[src/rtl/mem_sram_ctrl_pkg.sv]
// Shared definitions for the memory-stage SRAM controller.
// Holds the datapath widths, the data-memory base address, the FSM state
// encodings and a helper that forms an SRAM half-word address.
package mem_sram_ctrl_pkg;

  localparam int unsigned WORD_LEN      = 32;
  localparam int unsigned DATA_MEM_BASE = 1024;
  localparam int unsigned SRAM_ADDR_LEN = 18;
  localparam int unsigned SRAM_DATA_LEN = 16;
  // One SRAM address bit selects the half-word, the rest index the word.
  localparam int unsigned WORD_IDX_LEN  = SRAM_ADDR_LEN - 1;

  typedef logic [1:0] state_t;

  localparam logic [1:0] S_IDLE = 2'd0;
  localparam logic [1:0] S_LO   = 2'd1;
  localparam logic [1:0] S_HI   = 2'd2;
  localparam logic [1:0] S_DONE = 2'd3;

  function automatic logic [SRAM_ADDR_LEN-1:0] sram_half_addr(
    input logic [WORD_IDX_LEN-1:0] word,
    input logic                    half
  );
    return {word, half};
  endfunction

endpackage

[src/rtl/mem_addr_xlate.sv]
// Byte-address to SRAM word-index translation for the data memory.
// word = (addr - DATA_MEM_BASE) >> 2, truncated to WORD_IDX_LEN bits.
// Optional macro MEM_ADDR_CHECK_EN adds a 'bad' output flagging addresses
// below the base, not word-aligned, or beyond the SRAM word range.
// Ports:
//   addr in  WORD_LEN      byte address
//   word out WORD_IDX_LEN  SRAM word index
//   bad  out 1             (MEM_ADDR_CHECK_EN only) address rejected
module mem_addr_xlate
  import mem_sram_ctrl_pkg::*;
(
  input  logic [WORD_LEN-1:0]     addr,
  output logic [WORD_IDX_LEN-1:0] word
`ifdef MEM_ADDR_CHECK_EN
  ,
  output logic                    bad
`endif
);

  logic [WORD_LEN-1:0] offset;

  assign offset = addr - WORD_LEN'(DATA_MEM_BASE);
  assign word   = offset[WORD_IDX_LEN+1:2];

`ifdef MEM_ADDR_CHECK_EN
  assign bad = (addr < WORD_LEN'(DATA_MEM_BASE))
             || (offset[1:0] != 2'b00)
             || (offset[WORD_LEN-1:WORD_IDX_LEN+2] != '0);
`else
  // Unchecked build: byte-lane and out-of-range bits are simply dropped.
  logic unused_offset;
  assign unused_offset = ^{offset[WORD_LEN-1:WORD_IDX_LEN+2], offset[1:0]};
`endif

endmodule

[src/rtl/mem_sram_ctrl.sv]
// Memory-stage controller: sequences 32-bit loads/stores onto a 16-bit
// asynchronous SRAM as two half-word accesses (low half, then high half),
// each held WAIT_CYCLES clocks. 'ready' low freezes the pipeline.
// Optional macro MEM_ADDR_CHECK_EN enables address checking and the
// addr_err port; without it every address is translated unchecked.
// Ports:
//   clk, rst          clock, synchronous active-high reset
//   rd_en, wr_en      load / store request (both set = store)
//   addr, st_val      byte address and store data
//   rd_data           load result, updated when a load completes
//   ready             0 = stall the pipeline
//   sram_addr/wdata   registered SRAM address and write data
//   sram_rdata        SRAM read data
//   sram_we_n/oe_n    registered active-low write strobe / output enable
//   addr_err          (MEM_ADDR_CHECK_EN only) request rejected this cycle
module mem_sram_ctrl
  import mem_sram_ctrl_pkg::*;
#(
  parameter int unsigned WAIT_CYCLES = 2
)
(
  input  logic                     clk,
  input  logic                     rst,
  input  logic                     rd_en,
  input  logic                     wr_en,
  input  logic [WORD_LEN-1:0]      addr,
  input  logic [WORD_LEN-1:0]      st_val,
  output logic [WORD_LEN-1:0]      rd_data,
  output logic                     ready,
  output logic [SRAM_ADDR_LEN-1:0] sram_addr,
  output logic [SRAM_DATA_LEN-1:0] sram_wdata,
  input  logic [SRAM_DATA_LEN-1:0] sram_rdata,
  output logic                     sram_we_n,
  output logic                     sram_oe_n
`ifdef MEM_ADDR_CHECK_EN
  ,
  output logic                     addr_err
`endif
);

  localparam logic [3:0] WAIT_LOAD = 4'(WAIT_CYCLES - 1);

  state_t                   state;
  logic [3:0]               wait_cnt;
  logic                     op_wr;
  logic [WORD_IDX_LEN-1:0]  word_idx;
  logic [WORD_IDX_LEN-1:0]  word_q;
  logic [WORD_LEN-1:0]      st_q;
  logic [SRAM_DATA_LEN-1:0] rd_lo;
  logic                     req;
  logic                     in_idle;
  logic                     addr_bad;
  logic                     start;

  assign req     = rd_en | wr_en;
  assign in_idle = (state == S_IDLE);

`ifdef MEM_ADDR_CHECK_EN
  mem_addr_xlate u_xlate (
    .addr (addr),
    .word (word_idx),
    .bad  (addr_bad)
  );
  assign addr_err = in_idle & req & addr_bad;
`else
  mem_addr_xlate u_xlate (
    .addr (addr),
    .word (word_idx)
  );
  assign addr_bad = 1'b0;
`endif

  assign start = in_idle & req & ~addr_bad;
  // Idle without an accepted request (none, or rejected) or DONE.
  assign ready = (in_idle & ~start) | (state == S_DONE);

  always_ff @(posedge clk) begin
    if (rst) begin
      state      <= S_IDLE;
      wait_cnt   <= '0;
      op_wr      <= 1'b0;
      word_q     <= '0;
      st_q       <= '0;
      rd_lo      <= '0;
      rd_data    <= '0;
      sram_addr  <= '0;
      sram_wdata <= '0;
      sram_we_n  <= 1'b1;
      sram_oe_n  <= 1'b1;
    end else begin
      case (state)
        S_IDLE: begin
          if (start) begin
            op_wr     <= wr_en;
            word_q    <= word_idx;
            st_q      <= st_val;
            wait_cnt  <= WAIT_LOAD;
            sram_addr <= sram_half_addr(word_idx, 1'b0);
            if (wr_en) sram_wdata <= st_val[SRAM_DATA_LEN-1:0];
            sram_we_n <= ~wr_en;
            sram_oe_n <= wr_en;
            state     <= S_LO;
          end
        end
        S_LO: begin
          if (wait_cnt == '0) begin
            // Low half is staged so rd_data only moves when the load completes.
            if (!op_wr) rd_lo <= sram_rdata;
            if (op_wr) sram_wdata <= st_q[WORD_LEN-1:SRAM_DATA_LEN];
            sram_addr <= sram_half_addr(word_q, 1'b1);
            wait_cnt  <= WAIT_LOAD;
            state     <= S_HI;
          end else begin
            wait_cnt <= wait_cnt - 4'd1;
          end
        end
        S_HI: begin
          if (wait_cnt == '0) begin
            if (!op_wr) rd_data <= {sram_rdata, rd_lo};
            sram_we_n <= 1'b1;
            sram_oe_n <= 1'b1;
            state     <= S_DONE;
          end else begin
            wait_cnt <= wait_cnt - 4'd1;
          end
        end
        S_DONE: state <= S_IDLE;
        default: state <= S_IDLE;
      endcase
    end
  end

endmodule

[config.mk]
export PLATFORM = sky130hd
export DESIGN_NAME = mem_sram_ctrl
export DESIGN_NICKNAME = d
export VERILOG_FILES = /design/src/rtl/mem_sram_ctrl_pkg.sv /design/src/rtl/mem_addr_xlate.sv /design/src/rtl/mem_sram_ctrl.sv
export SDC_FILE = /design/constraint.sdc
export NUM_CORES = 1
export LEC_CHECK = 0
export CAP_MARGIN = 10
export CORE_MARGIN = 2
export CORE_UTILIZATION = 40
export CTS_BUF_LIST = sky130_fd_sc_hd__clkbuf_8
export CTS_CLUSTER_SIZE = 28
export DETAILED_ROUTE_END_ITERATION = 8
export DONT_BUFFER_PORTS = 1
export GPL_TIMING_DRIVEN = 0
export PLACE_DENSITY_LB_ADDON = 0.2
export SLEW_MARGIN = 40
export SYNTH_ARGS = -nofsm -noshare
export SYNTH_HDL_FRONTEND = slang
export SYNTH_SLANG_ARGS = --single-unit
[constraint.sdc]
create_clock -name clk -period 3.9 [get_ports clk]
set_clock_uncertainty 0.1 [all_clocks]
set_input_delay 0.585 -clock clk [delete_from_list [all_inputs] [get_ports clk]]
set_output_delay 0.585 -clock clk [all_outputs]
set_load 0.05 [all_outputs]
# Yosys cells after proc, flatten, opt, wreduce, memory -nomap -nowiden
# Index checks and enable logic that the tools add are counted.
[op_classes] n_reduce_logical=13 n_mux=21 eq_ne=9 bitwise_logic=7 addsub=2
[op_table] cell="2-to-1 mux 16 bit" n=4
[op_table] cell="2-to-1 mux 18 bit" n=2
[op_table] cell="one-hot mux 18 bit (2 select lines)" n=1
[op_table] cell="one-hot mux 16 bit (2 select lines)" n=1
[op_table] cell="subtractor 19 x 11 -> 19 bit (second input constant)" n=1
[op_table] cell="AND reduction 3 bit" n=6
[op_table] cell="2-to-1 mux 4 bit" n=3
[op_table] cell="one-hot mux 4 bit (3 select lines)" n=1
[op_table] cell="!= test 2 bit (second input constant)" n=5
[op_table] cell="one-hot mux 2 bit (4 select lines)" n=1
[op_table] cell="2-to-1 mux 2 bit" n=3
[op_table] cell="AND reduction 5 bit" n=1
[op_table] cell="equality test 2 bit (second input constant)" n=2
[op_table] cell="zero test 4 bit" n=1
[op_table] cell="one-hot mux 1 bit (2 select lines)" n=2
[op_table] cell="nonzero test 2 bit" n=2
[op_table] cell="subtractor 4 x 1 -> 4 bit (second input constant)" n=1
[op_table] cell="2-to-1 mux 1 bit" n=3
[op_table] cell="NOT 1 bit" n=3
[op_table] cell="nonzero test 3 bit" n=1
[op_table] cell="AND 1 bit" n=2
[op_table] cell="equality test 2 x 1 -> 1 bit (second input constant)" n=1
[op_table] cell="zero test 2 bit" n=1
[op_table] cell="!= test 2 x 1 -> 1 bit (second input constant)" n=1
[op_table] cell="other kinds (2)" n=3
[word_totals] inputBits=84 reg_bits=140 word_cells=63

# Logic depth before layout (Yosys ltp)
# Gate-level depths: netlist (run 1).
[logic_depth] depth_word=5 ltp_mapped=9 ltp_nobuf=6

# Cells and area by module
# Synthesis (run 1) repeated with hierarchy kept, for this count alone.
[unflattened] cells_unflattened=588 hier_area_um2=5566.6
[modules_own_cells] module="mem_sram_ctrl" cells_each=560 instances=1 seq_area_each_um2=2482.4 area_each_um2=5358.9
[modules_own_cells] module="mem_addr_xlate" cells_each=28 instances=1 seq_area_each_um2=0.0 area_each_um2=207.7

# Worst setup path before layout (run 1)
# OpenSTA, ideal clock, no wires.
[synth_timing] path_type="register to output" startpoint="reg state[0]" endpoint="out ready" path_slack_ps=1735 path_buffers=1 arrival_ps=1480 t_required_ps=3215 stages_incl_launch_ff=7 path_cell_list="dfxtp_1 -> inv_1 -> ha_1 -> buf_2 -> nor3b_2 -> nor2_1 -> inv_1"
[synth_between] elab_chain_cells=5 word_cells_on_any_way=6 classes_between="1 x eq/ne; 4 x bitwise; 1 x reduce/logical"
[synth_lines] element="start: declaration" line_no="mem_sram_ctrl.sv:43" text="state_t state;"
[synth_lines] element="start signal: assignment" line_no="mem_sram_ctrl.sv:79" text="state <= S_IDLE;"
[synth_lines] element="start signal: assignment" line_no="mem_sram_ctrl.sv:102" text="state <= S_LO;"
[synth_lines] element="start signal: assignment" line_no="mem_sram_ctrl.sv:112" text="state <= S_HI;"
[synth_lines] element="zero test 2 bit" line_no="mem_sram_ctrl.sv:56" text="assign in_idle = (state == S_IDLE);"
[synth_lines] element="AND 1 bit" line_no="mem_sram_ctrl.sv:73" text="assign start = in_idle & req & ~addr_bad;"
[synth_lines] element="NOT 1 bit" line_no="mem_sram_ctrl.sv:75" text="assign ready = (in_idle & ~start) | (state == S_DONE);"
[synth_lines] element="AND 1 bit" line_no="mem_sram_ctrl.sv:75"
[synth_lines] element="OR 1 bit *" line_no="mem_sram_ctrl.sv:75"
[synth_lines] element="end: declaration" line_no="mem_sram_ctrl.sv:29" text="output logic ready,"
# Every way passes the cells marked *; elsewhere a longest branch is shown, timed or not.

# Final worst setup path (run 1)
# Same ends and word-level chain as after synthesis.

==> results by stage, run 1 <==
Layout:
- The number of standard cells in the layout, taps in and fillers out is 804.
- For this run, the post-layout net count is 715.
- The register area is 0.002482 sq mm.
- In the final layout, the multi-input gates occupy 0.002322 sq mm.
- Compared with the post-synthesis result, the final layout area differs by 11.72%.
- The filler cells instantiated in the layout total 1,262.
- The core utilization of the finished layout is 46.28%.
- The final antenna diode count is 0.
- In the final layout, the share of cells above drive strength 1 is 7.704%.
- Leaving out fill and tap cells, the most frequent cells in the layout are nand2_1, dfxtp_1, a21oi_1.
- The commonest non-fill, non-tap cell in the layout is nand2_1.

Timing:
- Setup repair after global routing left no endpoint under its margin.
- The total count of max-transition violations in the final report is 0.
- The number of setup violations in the final report is 0.
- In the final timing run, aggregate negative setup slack is 0 ps.
- Based on the critical path, the design can be clocked at up to 0.3463 GHz.
- At the pin with the least slew margin, the transition time is 797.6 ps.
- The final period demand of the worst path is 2888 ps.
- The fraction of the cycle the final worst path needs is 74.05%.
- The count of final hold-check violations was 0.
- The worst path meets setup with 1012 ps of slack.
- The worst pin sits at a relative slew slack of 46.51%.

Placement:
- The final weighted congestion in routability-driven placement is 0.8060.
- The number of port buffers is 0.
- The minimum setup slack after placement is 1353 ps.
- Detailed placement ended at an HPWL of 9485 microns.
- Counting tap cells, the placed design contains a total of 773 instances.

Worst setup path:
- Together, buffers and inverters on the worst path number 3.
- The element type at the critical path start is a flop.
- The kind of cell with the highest combined delay on the critical path is buffers and inverters.
- The nature of the critical path endpoint is an output port.
- The maximum single-stage delay on the critical path is 460 ps.
- Traced cell by cell, the critical path runs through inv_1 -> ha_1 -> buf_2 -> nor3b_2 -> nor2_1 -> inv_1.
- Along the worst path, the maximum fanout reaches 10.
- The worst setup path is of the reg2out kind.
- STA puts the critical path data arrival time at 2200 ps.
- The cell that appears most often on the critical path is inv_1.
- On the critical path, the stage with the largest delay is an instance of nor3b_2.
- The worst endpoint required time is 3210 ps.

Floorplan:
- In this run the count of I/O pins placed on the die edge is 153.
- The core outline area is 0.01216 sq mm.
- The horizontal die dimension is 116.2 microns.
- The floorplan die area is 0.01351 sq mm.
- The floorplan row count is 40.
- The initial core utilization is 41.42%.
- From bottom edge to top edge, the die measures 116.2 microns.

Job:
- The max-cap violation count is 0.

Logic synthesis:
- The synthesized area per cell is 8.326 sq um.
- The mapped cell area is 0.005037 sq mm.
- After synthesis, the largest area contributor takes up 49.28% of total cell area.
- The proportion of synthesized flip-flops having asynchronous set or reset is 0%.
- In this run, synthesis produced a sequential element count of 124.
- Ranked by total cell area, the synthesized netlist is headed by dfxtp_1, nand2_1, a21oi_1.
- In this run, synthesis inferred 0 flip-flops with an integrated enable.
- The sequential cell area fraction in the yosys report is 49.28%.
- The number of synthesis warnings is 0.
- The cell type contributing the most total cell area after synthesis is dfxtp_1.
- Synthesis instantiated 48 different standard cells from the library.
- Synthesis produced a netlist whose cell count is 605.
- The number of nets in the synthesized netlist is 696.
- The most common flop cell mapped by yosys is dfxtp_1.

CTS:
- The latest clock arrival within the worst-skew pair is 450 ps.
- The TritonCTS clock tree is built.
- The clock passes through at most 2 buffers.
- The total clock sinks is 124.
- The cell chosen for the clock root is clkbuf_8.
- After clock tree synthesis, the clock-pin slew on the worst setup and hold paths is 70 ps.
- The count of buffers added by post-CTS timing repair for setup is 0.
- The number of levels the H-tree was split into is 4.
- The number of gates resized after cts is 0.
- The number of hold buffers added after CTS is 0.
- Buffers inserted during clock tree synthesis total 17.

Status:
- The flow ran to the end, and the final reports show no timing, DRC or antenna violations.

Route:
- The final layout contains routed wiring with a total length of 12,780 microns.
- Dividing the detail-routed via count by the number of cells gives 5.133.
- The routed via count is 4,127.
- In this run the remaining antenna-violating nets after routing total 0.
- The first routing iteration left 234 violations.
- The first TritonRoute pass finished after 4 iterations.
- The wire length per cell after detailed routing is 15.89 microns.
- For this run, design rule violations remaining after detail routing come to 0.

Power and ir drop:
- The switching portion of total power is 46.45%.
- IR analysis of the VDD net gives a maximum drop of 0.3930 mV.
- The areal power density over the cells is 915.9 mW/mm^2.
- The clock share of power is 21.0%.
- The internal power is 2761 uW.
- The analysis attributes to net switching a power of 2394 uW.
- Combinational cells account for 31.2% of the total power.
- The part of the power in registers is 47.9%.
- The analysis attributes to cell leakage a power of 0.002037 uW.

GRT:
- The first global-routing pass estimated 19,700 microns of wire.
- The total grt overflow is 0.
- The maximum number of pins on one net before global-route repair is 17.
- The number of global-route vias before repair is 3,990.
- The total global routing track utilization is 19.22%.
- The number of antenna violations at the first check in global routing is 0.

Min path:
- The path category of the worst min-delay check is in2reg.
path summary, 6_finish.rpt:
kind	slack [ps]	endpoint	startpoint	cells after the start
worst max-delay path	1010	ready	state[0]	6
worst min-delay path	120	sram_we_n	wr_en	1
worst max register to register	1330	sram_wdata[7]	state[0]	8
worst min register to register	350	st_q[30]	st_q[30]	2
layout make-up:
cell class	count	share of cell area [%]
buffer	44	3.468
clock buffer	21	5.136
clock inverter	10	1.623
inverter	10	0.6670
multi-input combinational	427	41.26
sequential	124	44.11
tap	168	3.735
cell families (layout without fill, tap and decap cells):
family	count (synthesis)	after routing	synth area share [%]
AND/OR/NAND/NOR	238	238	19.75
AO/OA/AOI/OAI	146	146	17.64
flip-flops	124	124	49.28
buffers and inverters	54	85	4.620
multiplexers	29	29	5.763
adder cells (fa/ha/maj)	7	7	1.739
XOR/XNOR	7	7	1.217
layer usage:
metal  vias up  routed length [microns]  share of wire (%)  track usage [%]
li1       2087                        -                  -                -
met1      1896                     5445                 43            22.60
met2       121                     5923                 46            30.50
met3        23                     1145                9.0            8.459
met4         0                      263                2.1            8.413
met5         -                        0                  0                0
synthesized netlist by cell type, types with 3 or more instances:
library cell,n
inv_1,10
and3_1,3
buf_2,9
nand3_1,4
nor3b_1,3
a21oi_1,82
o41ai_1,3
nor3_1,5
nor2b_1,4
o21ai_0,12
a211oi_1,31
ha_1,7
clkbuf_1,31
xnor2_1,5
mux2i_1,29
nor2_1,43
dfxtp_1,124
nand2_1,161
power groups by stage:
| stage | Combinational (uW) | Clock [uW] | Sequential (uW) |
|---|---|---|---|
| floorplan | 1270 | 0 | 2430 |
| global placement | 1580 | 0 | 2490 |
| detailed placement | 1620 | 0 | 2500 |
| CTS | 1620 | 1110 | 2470 |
| global route | 1800 | 1160 | 2510 |
| finish | 1610 | 1080 | 2470 |
flip-flops by register name, summed over array words and instances (netlist names):
signal / flops
op_wr: 1
rd_data: 32
rd_lo: 16
sram_addr: 18
sram_oe_n: 1
sram_wdata: 16
sram_we_n: 1
st_q: 16
state: 2
wait_cnt: 4
word_q: 17
per-stage QoR:
stage | hold WS (ps) | cell area, sq um | total power (uW)
floorplan | 332.2 | 5037 | 3699
global placement | 341.3 | 5248 | 4069
detailed placement | 349.1 | 5248 | 4122
CTS | 95.98 | 5628 | 5205
global route | 106.5 | 5628 | 5479
finish | 123.9 | 5628 | 5155
worst register-to-register path, delay by kind of cell, from the launching register on:
kind	cells	cell delay (ps)
fa+ha+maj	1	190
compound gates	2	840
simple gates	2	250
buf+inv	3	710
flops	1	390
Note: power is estimated with default switching activity, not from simulation.
==> run 2: changes to the inputs <==
- clock period: 3.9 -> 2.51 ns (I/O delays scaled with it)
==> run 2 against run 1 <==
Against the previous run:
- clock power up 55%
- clock-buffer cell count unchanged
- die area stayed put
- hold slack got worse by 79 ps
- worst setup slack got worse by 860 ps
- critical path depth unchanged
- sequential share of layout area down 3.3 points
- power increased by 58%
- combinational power increased by 62%
==> results by stage, run 2 (synthesis gave the netlist of run 1 again) <==
Layout:
- Compared with the post-synthesis result, the final layout area differs by 20.72%.
- The net count of the finished layout is 759.
- The final antenna diode count is 0.
- In the final layout, the registers with the most flip-flops are rd_data (32), sram_addr (18), word_q (17).
- The commonest non-fill, non-tap cell in the layout is nand2_1.
- In the layout the commonest cells are nand2_1, dfxtp_1, a21oi_1.
- The register ranked first by flip-flop count is rd_data.
- The final design area excluding fillers is 0.006081 sq mm.
- The flip-flop count of the largest register, all copies and words added is 32.
- Cells with a size suffix above 1 make up 7.794% of the layout.

GRT:
- Global routing used 20.17% of the available tracks.
- The maximum number of pins on one net before global-route repair is 17.
- Global routing finished with a remaining overflow of 0.
- The first global-routing pass estimated 20,780 microns of wire.
- The number of global-route vias before repair is 4,200.
- The number of antenna violations at the first check in global routing is 0.

CTS:
- The number of levels the H-tree was split into is 4.
- TritonCTS created 17 clock buffers.
- The clock passes through at most 2 buffers.
- Clock tree synthesis selected as its root buffer the cell clkbuf_8.
- The TritonCTS clock tree is built.
- The tree built by TritonCTS fans out to 124 sinks.
- The latest clock arrival within the worst-skew pair is 450 ps.
- The clock transition at the registers of the reported paths is 70 ps.

Min path:
- The path category of the worst min-delay check is in2reg.
- The number of instances on the worst hold path is 3.
- The worst hold path terminates at op_wr.
- The worst hold path begins at rd_en.

Timing:
- The top achievable clock speed is 0.4235 GHz.
- Setup repair after global routing left no endpoint under its margin.
- The slew at the pin closest to its max-slew limit is 760.6 ps.
- The routed design could run at a clock period as short as 2361 ps.
- Headroom to the max-slew limit came out at 48.98%.
- Across all hold checks on the routed design, the worst slack comes to 44.58 ps.
- The smallest setup slack after layout is 148.6 ps.
- Setup violations remaining at the end of the flow were counted as 0.
- The count of final hold-check violations came to 0.
- The total count of max-transition violations in the final report is 0.
- The fraction of the cycle the final worst path needs is 94.08%.

Worst setup path:
- The cell depth of the worst flop-to-flop path is 8.
- The cell at the slowest stage of the critical path is dfxtp_1.
- In this design, the stage delay of the slowest critical-path cell is 350 ps.
- The worst setup path is launched from a flop.
- The arrival time of data at the critical path endpoint is 1880 ps.
- The setup slack of the worst register-to-register path is 180 ps.
- The worst register-to-register path begins at state[0].
- The end of the worst register-to-register path is sram_wdata[14].
- The nature of the critical path endpoint is an output port.
- The maximum fanout along the worst path is 10.
- Traced cell by cell, the critical path runs through inv_1 -> ha_1 -> clkbuf_4 -> nor3b_4 -> nor2_1 -> inv_2.
- At the worst endpoint, the required time is 2030 ps.
- The class of the most critical setup path is reg2out.

Floorplan:
- The floorplan die area is 0.01351 sq mm.
- The chip height is 116.2 microns.
- The core region is 0.01216 sq mm.
- The die is 116.2 microns wide.
- The initialized floorplan defines 40 standard-cell rows.
- The total I/O pin count is 153.
- The initial core utilization is 41.42%.

Route:
- The routed layout has 4,362 vias.
- In this run the remaining antenna-violating nets after routing total 0.
- In the final routed layout, each cell accounts on average for 15.81 microns.
- Summed over all layers, the routed wires come to 13,410 microns.
- The number of iterations in the first detailed-routing pass is 4.
- The routed via count divided by cell count is 5.144.
- The number of DRC markers in iteration 0 is 251.
- The DRC violation count after routing is 0.

Power and ir drop:
- The areal power density over the cells is 1336 mW/mm^2.
- The peak supply drop is 0.6060 mV.
- The static power due to leakage is 0.002228 uW.

Placement:
- The final weighted congestion in routability-driven placement is 0.8060.
- The minimum setup slack after placement is -37.41 ps.
- The total cell area at the placement stage is 0.005248 sq mm.
- Once detailed placement completed, the half-perimeter wirelength came to 9485 microns.
- Input and output buffers added on the ports amount to 0.

Status:
- The run finished with clean final reports.

Job:
- Across the run, the number of max-cap violations was 0.
## run 2: final cells by class
class	instances	area [sq um]
plain buffers	44	198.9
clock inverters	10	91.34
clock buffers	21	289.0
fillers	1203	6081
well taps	168	210.2
repair buffers	44	437.9
flip-flops and latches	124	2482
multi-input cells	427	2333
inverters	10	37.54
## run 2: metrics by stage
| step | std cells | TNS, ps | power [uW] | util (%) |
|---|---|---|---|---|
| 2_1_floorplan | 605 | 0 | 5747 | - |
| 3_3_place_gp | 773 | 0 | 6322 | 43.15 |
| 3_5_place_dp | 773 | -37.41 | 6405 | 43.15 |
| 4_1_cts | 847 | 0 | 8167 | 49.91 |
| 5_1_grt | 848 | 0 | 8630 | 50.00 |
| 6_report | 848 | 0 | 8125 | 50.00 |
## run 2: timing repair
| action | in CTS | in global routing |
|---|---|---|
| setup buffers | 0 | 1 |
| hold buffers | 43 | 0 |
| hold endpoints to repair | 60 | 0 |
| cloned | 0 | 0 |
| setup endpoints to repair | 3 | 2 |
| gates resized for setup | 3 | 3 |
## run 2: report_power, final
part | total (uW) | internal [uW] | switching (uW)
clock network | 1670 | 875 | 796
registers | 3840 | 2490 | 1350
logic | 2610 | 994 | 1620
## run 2: critical path, delay by kind of cell, from the launching register on
family | cells | cell delay (ps)
buf+inv | 3 | 520
flops | 1 | 350
simple gates | 2 | 430
fa+ha+maj | 1 | 140
## run 2: per-layer routing
metal  share of wire (%)  track usage (%)  vias up
li1                    -                -     2181
met1                  44            24.51     2035
met2                  46            32.44      123
met3                 7.8            7.213       23
met4                 1.9            8.492        0
met5                   0                0        -
## run 2: how the worst max path moves through the flow
stage	start	endpoint	slack [ps]
after CTS	state[0]	ready	50
after detailed placement	state[0]	sram_wdata[7]	-40
after global routing	state[1]	ready	20
after global placement	state[0]	sram_wdata[4]	80
after floorplan	wait_cnt[0]	sram_addr[12]	480
final	state[0]	ready	150
